$ cat config.mk
export PLATFORM = sky130hd
export DESIGN_NAME = road_sequencer
export DESIGN_NICKNAME = d
export VERILOG_FILES = /design/src/rtl/road_pkg.sv /design/src/rtl/road_curve_gen.sv /design/src/rtl/road_sequencer.sv
export SDC_FILE = /design/constraint.sdc
export NUM_CORES = 2
export LEC_CHECK = 0
export BUFFER_PORTS_ARGS = -buffer_cell sky130_fd_sc_hd__buf_2
export CELL_PAD_IN_SITES_DETAIL_PLACEMENT = 1
export CELL_PAD_IN_SITES_GLOBAL_PLACEMENT = 1
export CORE_ASPECT_RATIO = 0.9
export CORE_MARGIN = 8
export CORE_UTILIZATION = 55
export CTS_CLUSTER_SIZE = 28
export DETAILED_ROUTE_END_ITERATION = 8
export PLACE_DENSITY = 0.88
export SETUP_SLACK_MARGIN = 0.05
export SLEW_MARGIN = 30
export SYNTH_ARGS = -nofsm -noshare
export SYNTH_HDL_FRONTEND = slang
export SYNTH_MEMORY_MAX_BITS = 65536
export SYNTH_SLANG_ARGS = --single-unit
export TNS_END_PERCENT = 20
$ cat constraint.sdc
create_clock -name clk -period 27.9 [get_ports clk]
set_clock_uncertainty 0.2 [all_clocks]
set_input_delay 2.79 -clock clk [delete_from_list [all_inputs] [get_ports clk]]
set_output_delay 2.79 -clock clk [all_outputs]
set_load 0.01 [all_outputs]
$ cat src/rtl/road_pkg.sv
// road_pkg: shared state encoding, geometry constants and LFSR helper for
// the stay-on-road sequencer.
package road_pkg;

   typedef enum logic [2:0] {
      INIT   = 3'd0,
      PLAY   = 3'd1,
      SCROLL = 3'd2,
      CHECK  = 3'd3,
      DEAD   = 3'd4
   } state_t;

   // Screen / road geometry (hCount units, screen rows)
   localparam int unsigned ROWS            = 480;
   localparam logic [8:0]  ROW_LAST        = 9'(ROWS - 1);
   localparam logic [9:0]  XCENTER         = 10'd464;
   localparam logic [9:0]  HALF_W          = 10'd50;
   localparam logic [9:0]  CMIN            = 10'd194;
   localparam logic [9:0]  CMAX            = 10'd734;
   localparam logic [10:0] CAR_HALF        = 11'd5;

   // Difficulty ramp
   localparam logic [4:0]  SPEED_INIT      = 5'd2;
   localparam logic [4:0]  SPEED_MAX       = 5'd16;
   localparam logic [9:0]  SPEED_UP_FRAMES = 10'd600;

   // Fibonacci LFSR, polynomial x^16 + x^14 + x^13 + x^11
   localparam logic [15:0] LFSR_SEED       = 16'hACE1;

   function automatic logic [15:0] lfsr_next(input logic [15:0] l);
      return {l[0] ^ l[2] ^ l[3] ^ l[5], l[15:1]};
   endfunction

endpackage

$ cat src/rtl/road_curve_gen.sv
// road_curve_gen: free-running-on-enable LFSR that random-walks the road
// centre by -1/0/+1 per step, clamped to [CMIN, CMAX]. centre_nxt is the
// value the next enabled step will commit, so the caller can write it to
// memory in the same cycle.
module road_curve_gen
   import road_pkg::*;
(
   input  logic       clk,
   input  logic       rst,
   input  logic       en,
   input  logic       load,
   output logic [9:0] centre,
   output logic [9:0] centre_nxt
);

   logic [15:0] lfsr;
   logic [15:0] lfsr_nxt;
   logic [10:0] stepped;

   // Next LFSR value and clamped centre step derived from its low bits
   always_comb begin
      lfsr_nxt = lfsr_next(lfsr);
      stepped  = {1'b0, centre};
      case (lfsr_nxt[1:0])
         2'b00:   stepped = {1'b0, centre} - 11'd1;
         2'b01:   stepped = {1'b0, centre} + 11'd1;
         default: stepped = {1'b0, centre};
      endcase
      if (stepped < {1'b0, CMIN})
         centre_nxt = CMIN;
      else if (stepped > {1'b0, CMAX})
         centre_nxt = CMAX;
      else
         centre_nxt = stepped[9:0];
   end

   // LFSR and centre registers; load recentres without disturbing the LFSR
   always_ff @(posedge clk or negedge rst) begin
      if (!rst) begin
         lfsr   <= LFSR_SEED;
         centre <= XCENTER;
      end else if (load) begin
         centre <= XCENTER;
      end else if (en) begin
         lfsr   <= lfsr_nxt;
         centre <= centre_nxt;
      end
   end

endmodule

$ cat src/rtl/road_sequencer.sv
// road_sequencer: owns the road-centre ring buffer, arbitrates its single
// port (renderer lookups first), scrolls/generates the road each frame and
// runs the game FSM. Optional macro COLLISION_GRACE_EN: a collision only
// kills when the previous checked frame also collided.
module road_sequencer
   import road_pkg::*;
(
   input  logic        clk,
   input  logic        rst,
   input  logic        start,
   input  logic        frame_tick,
   input  logic [9:0]  car_x,
   input  logic [8:0]  car_y,
   input  logic        ln_req,
   input  logic [8:0]  ln_row,
   output logic        ln_vld,
   output logic [9:0]  ln_left,
   output logic [9:0]  ln_right,
   output logic [2:0]  state,
   output logic        dead,
   output logic [15:0] score,
   output logic [4:0]  speed,
   output logic        overrun
);

   state_t      st;
   logic [8:0]  head;
   logic [8:0]  init_cnt;
   logic [4:0]  scroll_cnt;
   logic        chk_ph;
   logic [9:0]  car_x_q;
   logic [8:0]  car_y_q;
   logic [9:0]  frame_cnt;
`ifdef COLLISION_GRACE_EN
   logic        miss;
`endif

   logic [9:0]  mem [ROWS];
   logic [9:0]  rd_q;

   logic [8:0]  row_sel;
   logic [9:0]  rd_sum;
   logic [8:0]  rd_addr;
   logic [8:0]  head_dec;
   logic        init_step;
   logic        scroll_step;
   logic        we;
   logic        rd_en;
   logic [8:0]  wr_addr;
   logic [9:0]  wr_data;
   logic [9:0]  centre;
   logic [9:0]  centre_nxt;
   logic [9:0]  left_w;
   logic [9:0]  right_w;
   logic [10:0] car_w;
   logic        hit;
   logic        kill;

   road_curve_gen u_curve (
      .clk        (clk),
      .rst        (rst),
      .en         (scroll_step),
      .load       (st == INIT),
      .centre     (centre),
      .centre_nxt (centre_nxt)
   );

   // Port arbitration and address generation; renderer requests always win
   always_comb begin
      row_sel     = ln_req ? ln_row : car_y_q;
      rd_sum      = {1'b0, head} + {1'b0, row_sel};
      rd_addr     = (rd_sum >= 10'(ROWS)) ? 9'(rd_sum - 10'(ROWS)) : rd_sum[8:0];
      head_dec    = (head == '0) ? ROW_LAST : head - 9'd1;
      init_step   = (st == INIT) && !ln_req;
      scroll_step = (st == SCROLL) && !ln_req;
      we          = init_step || scroll_step;
      rd_en       = ln_req || ((st == CHECK) && !chk_ph);
      wr_addr     = init_step ? init_cnt : head_dec;
      wr_data     = init_step ? XCENTER : centre_nxt;
   end

   // Single-port ring buffer; write and read never coincide by construction
   always_ff @(posedge clk) begin
      if (we)
         mem[wr_addr] <= wr_data;
      if (rd_en)
         rd_q <= mem[rd_addr];
   end

   // Edge reconstruction, collision test and grace qualification
   always_comb begin
      left_w  = rd_q - HALF_W;
      right_w = rd_q + HALF_W;
      car_w   = {1'b0, car_x_q};
      hit     = (car_w < CAR_HALF) ||
                ((car_w - CAR_HALF) < {1'b0, left_w}) ||
                ((car_w + CAR_HALF) > {1'b0, right_w});
`ifdef COLLISION_GRACE_EN
      kill    = hit && miss;
`else
      kill    = hit;
`endif
   end

   assign ln_left  = ln_vld ? left_w  : '0;
   assign ln_right = ln_vld ? right_w : '0;
   assign state    = st;

   // Game FSM: init fill, idle play, scroll burst, two-phase check, dead
   always_ff @(posedge clk or negedge rst) begin
      if (!rst) begin
         st         <= INIT;
         head       <= '0;
         init_cnt   <= '0;
         scroll_cnt <= '0;
         chk_ph     <= 1'b0;
         car_x_q    <= '0;
         car_y_q    <= '0;
         frame_cnt  <= '0;
         speed      <= SPEED_INIT;
         score      <= '0;
         dead       <= 1'b0;
         overrun    <= 1'b0;
         ln_vld     <= 1'b0;
`ifdef COLLISION_GRACE_EN
         miss       <= 1'b0;
`endif
      end else begin
         overrun <= 1'b0;
         ln_vld  <= ln_req;
         case (st)
            INIT: begin
               if (!ln_req) begin
                  if (init_cnt == ROW_LAST) begin
                     init_cnt <= '0;
                     st       <= PLAY;
                  end else begin
                     init_cnt <= init_cnt + 9'd1;
                  end
               end
            end
            PLAY: begin
               if (frame_tick) begin
                  car_x_q    <= car_x;
                  car_y_q    <= car_y;
                  scroll_cnt <= speed;
                  st         <= SCROLL;
               end
            end
            SCROLL: begin
               if (frame_tick)
                  overrun <= 1'b1;
               if (!ln_req) begin
                  head       <= head_dec;
                  scroll_cnt <= scroll_cnt - 5'd1;
                  chk_ph     <= 1'b0;
                  if (scroll_cnt == 5'd1)
                     st <= CHECK;
               end
            end
            CHECK: begin
               if (frame_tick)
                  overrun <= 1'b1;
               // Phase 0 needs the port; phase 1 only consumes rd_q, so it
               // proceeds even while a renderer request is in flight.
               if (!chk_ph) begin
                  if (!ln_req)
                     chk_ph <= 1'b1;
               end else begin
                  chk_ph <= 1'b0;
`ifdef COLLISION_GRACE_EN
                  miss   <= hit;
`endif
                  if (kill) begin
                     st   <= DEAD;
                     dead <= 1'b1;
                  end else begin
                     st <= PLAY;
                     if (score != 16'hFFFF)
                        score <= score + 16'd1;
                     if (frame_cnt == SPEED_UP_FRAMES - 10'd1) begin
                        frame_cnt <= '0;
                        if (speed < SPEED_MAX)
                           speed <= speed + 5'd1;
                     end else begin
                        frame_cnt <= frame_cnt + 10'd1;
                     end
                  end
               end
            end
            DEAD: begin
               if (start) begin
                  st        <= INIT;
                  dead      <= 1'b0;
                  head      <= '0;
                  init_cnt  <= '0;
                  frame_cnt <= '0;
                  speed     <= SPEED_INIT;
                  score     <= '0;
`ifdef COLLISION_GRACE_EN
                  miss      <= 1'b0;
`endif
               end
            end
            default: st <= INIT;
         endcase
      end
   end

endmodule

# Word level (Yosys, flattened, before mapping)
# Memories as Yosys holds them, arrays and structs flattened. A register that Yosys moved wholly into a read port is not among the register bits.
# Index checks and enable logic that the tools add are counted.
# word_totals
elab_cells	150
n_memories	1
output_inout_bits	47
ramBits	4800
input_bits	33
regBits	106
# memory_table
memory	words	width	rd	rd_ports_with_merged_regs	write_ports	line_no	text
mem	480	10	1	1	1	road_sequencer.sv:38	logic [9:0] mem [ROWS];
# op_classes
mux	58
eq_ne	21
order_cmp	7
n_addsub	14
n_reduce_logical	30
bitwise_logic	4
# ops
operator	count
$mux W10	11
$mux W9	8
$mux W16	4
$pmux W9 S2	2
$mux W5	7
$pmux W16 S2	1
$mux W3	8
$pmux W11 S2	1
$pmux W10 S2	1
$pmux W5 S2	2
$add A16 B1 Y16 const B	1
$ne A16 B16 Y1 const B	1
$ne A2 B2 Y1 const B	8
$pmux W3 S5	1
$reduce_bool A2 Y1	6
$add A10 B1 Y11 const B	1
$add A10 B3 Y11 const B	1
$gt A11 B10 Y1	1
$gt A11 B10 Y1 const B	1
$lt A11 B10 Y1	1
$lt A11 B8 Y1 const B	1
$sub A10 B1 Y11 const B	1
$sub A10 B3 Y11 const B	1
$add A10 B1 Y10 const B	1
other kinds (36)	63

# Logic depth before layout (Yosys ltp)
# depth
ltp_word	7
ltp_mapped	19
mapped_depth_nobuf	15

# Hierarchy
# From an unflattened synthesis, not the netlist that was laid out.
# unflattened
hier_cells	8935
hier_area_um2	194196.2
# modules_own_cells
module	cells_per_inst	seq_area_each_um2	n_inst	area_each_um2
road_sequencer	8703	146441.7	1	192211.8
road_curve_gen	232	665.6	1	1984.4

# Worst setup path after synthesis
# OpenSTA, ideal clock, no wires.
# synth_timing
kind	register -> register
from	register u_curve.lfsr[2]
to	memory mem[0][0], data pin
path_buffers	2
setup_slack_ns	2.363
stages_incl_launch_ff	15
required_ns	23.953
synth_period_minus_slack_ns	25.537
arrival_time_ns	21.591
setup_ns	3.747
path_cell_list	dfrtp_1 inv_1 buf_1 nand2_1 fa_1 a21o_1 a21oi_1 o211ai_1 a221oi_1 mux2_2 and4_1 nand3_1 clkbuf_1 nand2_1 nor3_1
# synth_via
elab_chain_len	6
word_cells_on_any_way	8
classes_between	order compare (2); eq/ne (1); mux (4); reduce/logical (1)
# synth_lines
item	line_no	text
from (decl)	road_curve_gen.sv:16	logic [15:0] lfsr;
from (signal assigned)	road_curve_gen.sv:45	lfsr <= lfsr_nxt;
$eq A2 B1 Y1 or $logic_not A2 Y1 (tied branches)	road_curve_gen.sv:24	case (lfsr_nxt[1:0])
$pmux W11 S2 *	road_curve_gen.sv:24	
$gt A11 B10 Y1	road_curve_gen.sv:31	else if (stepped > {1'b0, CMAX})
$mux W10	road_curve_gen.sv:31	
$mux W10 *	road_curve_gen.sv:29	if (stepped < {1'b0, CMIN})
$mux W10 *	road_sequencer.sv:79	wr_data = init_step ? XCENTER : centre_nxt;
named net wr_data[0]	road_sequencer.sv:50	logic [9:0] wr_data;
to (decl)	road_sequencer.sv:38	
# Mark *: on every way through the listed nets, which the timed path passes. The rest lies on a longest branch.

# Worst setup path in the final report
# layout_timing
from	input ln_req
to	register rd_q[3], read port of mem, data pin
# layout_via
elab_chain_len	4
word_cells_on_any_way	6
classes_between	add/sub (2); order compare (1); mux (2); reduce/logical (1)
# layout_lines
item	line_no	text
from (decl)	road_sequencer.sv:14	input logic ln_req,
$mux W9	road_sequencer.sv:70	row_sel = ln_req ? ln_row : car_y_q;
$add A9 B9 Y10	road_sequencer.sv:71	rd_sum = {1'b0, head} + {1'b0, row_sel};
$sub A9 B9 Y9 or $ge A10 B9 Y1 (tied branches)	road_sequencer.sv:72	rd_addr = (rd_sum >= 10'(ROWS)) ? 9'(rd_sum - 10'(ROWS)) : rd_sum[8:0];
$mux W9	road_sequencer.sv:72	
to (decl)	road_sequencer.sv:39	logic [9:0] rd_q;
# Parallel ways exist; a longest one is shown, timed or not.
# A chain may end at the register's enable or synchronous reset.

==> run metrics <==
status completed; synthesized flop and latch total between 4,000 and 5,000; share of synthesized flip-flops with an asynchronous set or reset 0.02156; final core occ 0.6159; final weighted congestion in routability-driven placement 0.8613; clock insertion delay at the later pin of the skew report approximately 1100 ps; CP cell instances buf_2, mux2_2, ha_4, buf_4, buf_6, buf_6, buf_4, buf_4, buf_12, buf_16, mux4_2, mux4_2, mux2i_1, a211oi_1, o311ai_1, nor4_1; total via count in the routed design between 100k and 150k; post-CTS setup buffers 0; share of the cycle needed by the critical path after routing 0.4001; data required time at the worst endpoint 28,410 ps; IO Port Bufs about 80; max-cap check violation count 0; commonest register cell after synthesis edfxtp_1; average size of a mapped cell roughly 21 um^2; cts bufs inserted approximately 460; Routed Antenna Nets 0; Post-CTS Hold Fix Bufs 0; clock tree from TritonCTS done; Netlist Area Pre-Place slightly below 200,000 um^2; maximum number of pins on one net before global-route repair 219; worst setup slack after placement ~16,000 ps; classification of the worst setup path in -> reg; count of final setup violators 0; clock sinks about 4,900; wire length of the first global-routing pass 871.8 mm; post-route worst setup slack ~17,000 ps; Seq/Total Area, Yosys 0.7591; count of routing violations after the opening detailed-route iteration roughly 21,000; setup repair after global routing missed its margin false; clock root buffer clkbuf_16; die boundary height just under 600 um; die area ~370,000 um^2; flop2flop setup slack about 19,000 ps; relative slew slack 0.02263; timing-limited maximum frequency about 0.09 GHz; crit-path max FO between 70 and 80; class of the tightest hold or removal check reg -> reg; fraction of layout instances using a drive strength above 1 0.2837; cell with the largest stage delay on the worst path buf_4; via count of the first global-routing pass approximately 110k; number of warning messages in the yosys log 0; final WL about 670 mm; initial antenna violation count between 40 and 50; standard cell core area about 350,000 um^2; net count reported at finish between 9,000 and 10,000; largest buffer count on any clock path 4; total global routing overflow 0; clock period minus final worst setup slack 11,160 ps; Slew Viols, Final 0; Total Neg Setup Slack 0 ps; x dimension of the die 641.7 um; number of enable-type register cells in the synthesized netlist 4,810; number of I/O pins 80; placement row count about 210; Slowest Stage Delay on Critical Path ~800 ps; total count of hold-check failures in the final report 0; clock transition at the registers of the reported paths approximately 70 ps; H-tree levels 5; data arrival time at the worst-slack endpoint about 12,000 ps; wire length per cell after detailed routing about 46 um; Worst setup EP type register; remaining routing DRC violations 0; starting utilization of the core area 0.5532; count of unique library cells instantiated by Yosys 87; via-per-instance ratio about 7.6; Detailed Place HPWL between 300 and 400 mm; Total Routing Usage GR 0.3329; count of cells resized by post-cts repair 0; worst slew pin tran approximately 1500 ps; length of the first detailed-routing pass in iterations 6; Cells after Synth about 9,400; crit start category input port; Net Count, Synth around 9,500; Most Frequent Cell on Critical Path buf_4; Layout area overhead 11.33%
[per-stage QoR]
stage	hold WS [ps]	area [um^2]	cells
2_1_floorplan	234.6	193800	9368
3_5_place_dp	250.6	199600	13740
6_report	256.4	215700	14620
3_3_place_gp	241.9	199100	13730
4_1_cts	262.4	214400	14570
5_1_grt	270.5	215700	14590
[final timing paths]
| kind | from | to | cells past startpoint |
|---|---|---|---|
| worst max register to register | car_y_q[0] | rd_q[3] | 15 |
| worst min-delay path | u_curve.lfsr[7] | u_curve.lfsr[6] | 2 |
| max in group asynchronous | rst | score[2] | 2 |
| worst max-delay path | ln_req | rd_q[3] | 16 |
| worst min register to register | u_curve.lfsr[7] | u_curve.lfsr[6] | 2 |
| min in group asynchronous | rst | frame_cnt[3] | 1 |
[layout by cell type (no fill, tap or decap), types with 69 or more instances in the layout]
cell / Yosys / routed
a21oi_1: 140 / 138
a32oi_1: 69 / 69
buf_2: 126 / 80
buf_4: 102 / 112
clkbuf_1: 285 / 89
clkbuf_16: 0 / 464
clkinv_1: 1 / 102
clkinv_2: 0 / 85
dfrtp_1: 93 / 93
edfxtp_1: 4810 / 4810
mux2i_1: 102 / 102
mux4_2: 1334 / 1334
nand2_1: 730 / 697
nand3_1: 141 / 141
nor2_1: 609 / 181
nor2_2: 1 / 420
o21ai_0: 109 / 106
[per-layer routing]
metal  part of all wire  up-vias  global-route usage
met5            0.00029        -                   0
met4              0.084       30              0.1998
met3               0.15     2967             0.09805
met2               0.46    12470              0.5227
met1               0.31    56000              0.4141
li1                   -    38950                   -
[area by class of cell]
type	count	area, um^2
Tap cell	4680	5856
Timing Repair Buffer	266	2427
Clock inverter	283	2879
Clock buffer	553	11950
Inverter	26	97.59
Multi-Input combinational cell	3861	45340
Antenna cell	35	87.58
Sequential cell	4916	147100
Fill cell	28250	134500
[cell families (layout without fill, tap and decap cells)]
family,after synthesis,count (layout),share of synthesized area
other,0,35,0
AND/OR/NAND/NOR,1677,1677,0.03617
XOR/XNOR,57,57,0.002654
adder cells (fa/ha/maj),52,52,0.003435
multiplexers,1474,1474,0.1627
AO/OA/AOI/OAI,601,601,0.02091
flip-flops,4916,4916,0.7591
buffers and inverters,591,1128,0.01497
[worst max-delay path: cells and delay by family]
kind,cells,cell delay [ps]
muxes,4,2040
adders and majority gates,1,660
buffers and inverters,8,4640
AOI/OAI and AO/OA,2,920
and+or+nand+nor,1,170
[cells in the mapped netlist, drive strengths merged (10+ instances only)]
cell type | instances | area share
a211oi | 18 | 0.00079
a21o | 11 | 0.00043
o21a | 14 | 0.00054
mux2i | 102 | 0.0053
xnor2 | 32 | 0.0015
o31ai | 11 | 0.00043
ha | 50 | 0.0032
nand2 | 731 | 0.014
dfrtp | 93 | 0.012
and2 | 17 | 0.00055
nor4 | 14 | 0.00055
mux4 | 1337 | 0.16
xor2 | 25 | 0.0011
nand2b | 20 | 0.00065
a311oi | 16 | 0.00072
a22oi | 11 | 0.00043
a32oi | 69 | 0.0031
inv | 25 | 0.00048
o21ai | 116 | 0.0030
o2111ai | 23 | 0.0010
clkbuf | 287 | 0.0056
buf | 278 | 0.0089
nor3 | 20 | 0.00052
o211ai | 26 | 0.0010
dfstp | 13 | 0.0018
a2111oi | 10 | 0.00045
edfxtp | 4810 | 0.75
a21oi | 141 | 0.0037
nand4 | 19 | 0.00061
and3 | 58 | 0.0019
nor2 | 610 | 0.012
or3 | 10 | 0.00032
mux2 | 35 | 0.0020
a31oi | 50 | 0.0016
nand3 | 141 | 0.0036
o22ai | 23 | 0.00074
[flip-flops by register name, summed over array words and instances (netlist names)]
signal and count:
u_curve.lfsr 16, car_x_q 10, chk_ph 1, score 16
frame_cnt 10, rd_q 10, scroll_cnt 5, head 9
overrun 1, dead 1, init_cnt 9, ln_vld 1
u_curve.centre 10, state 3, mem 4800, car_y_q 9
speed 5
Power is left out: the tool's default activity adds up to more than one toggle a clock period on the data nets, which glitch-free logic cannot reach.
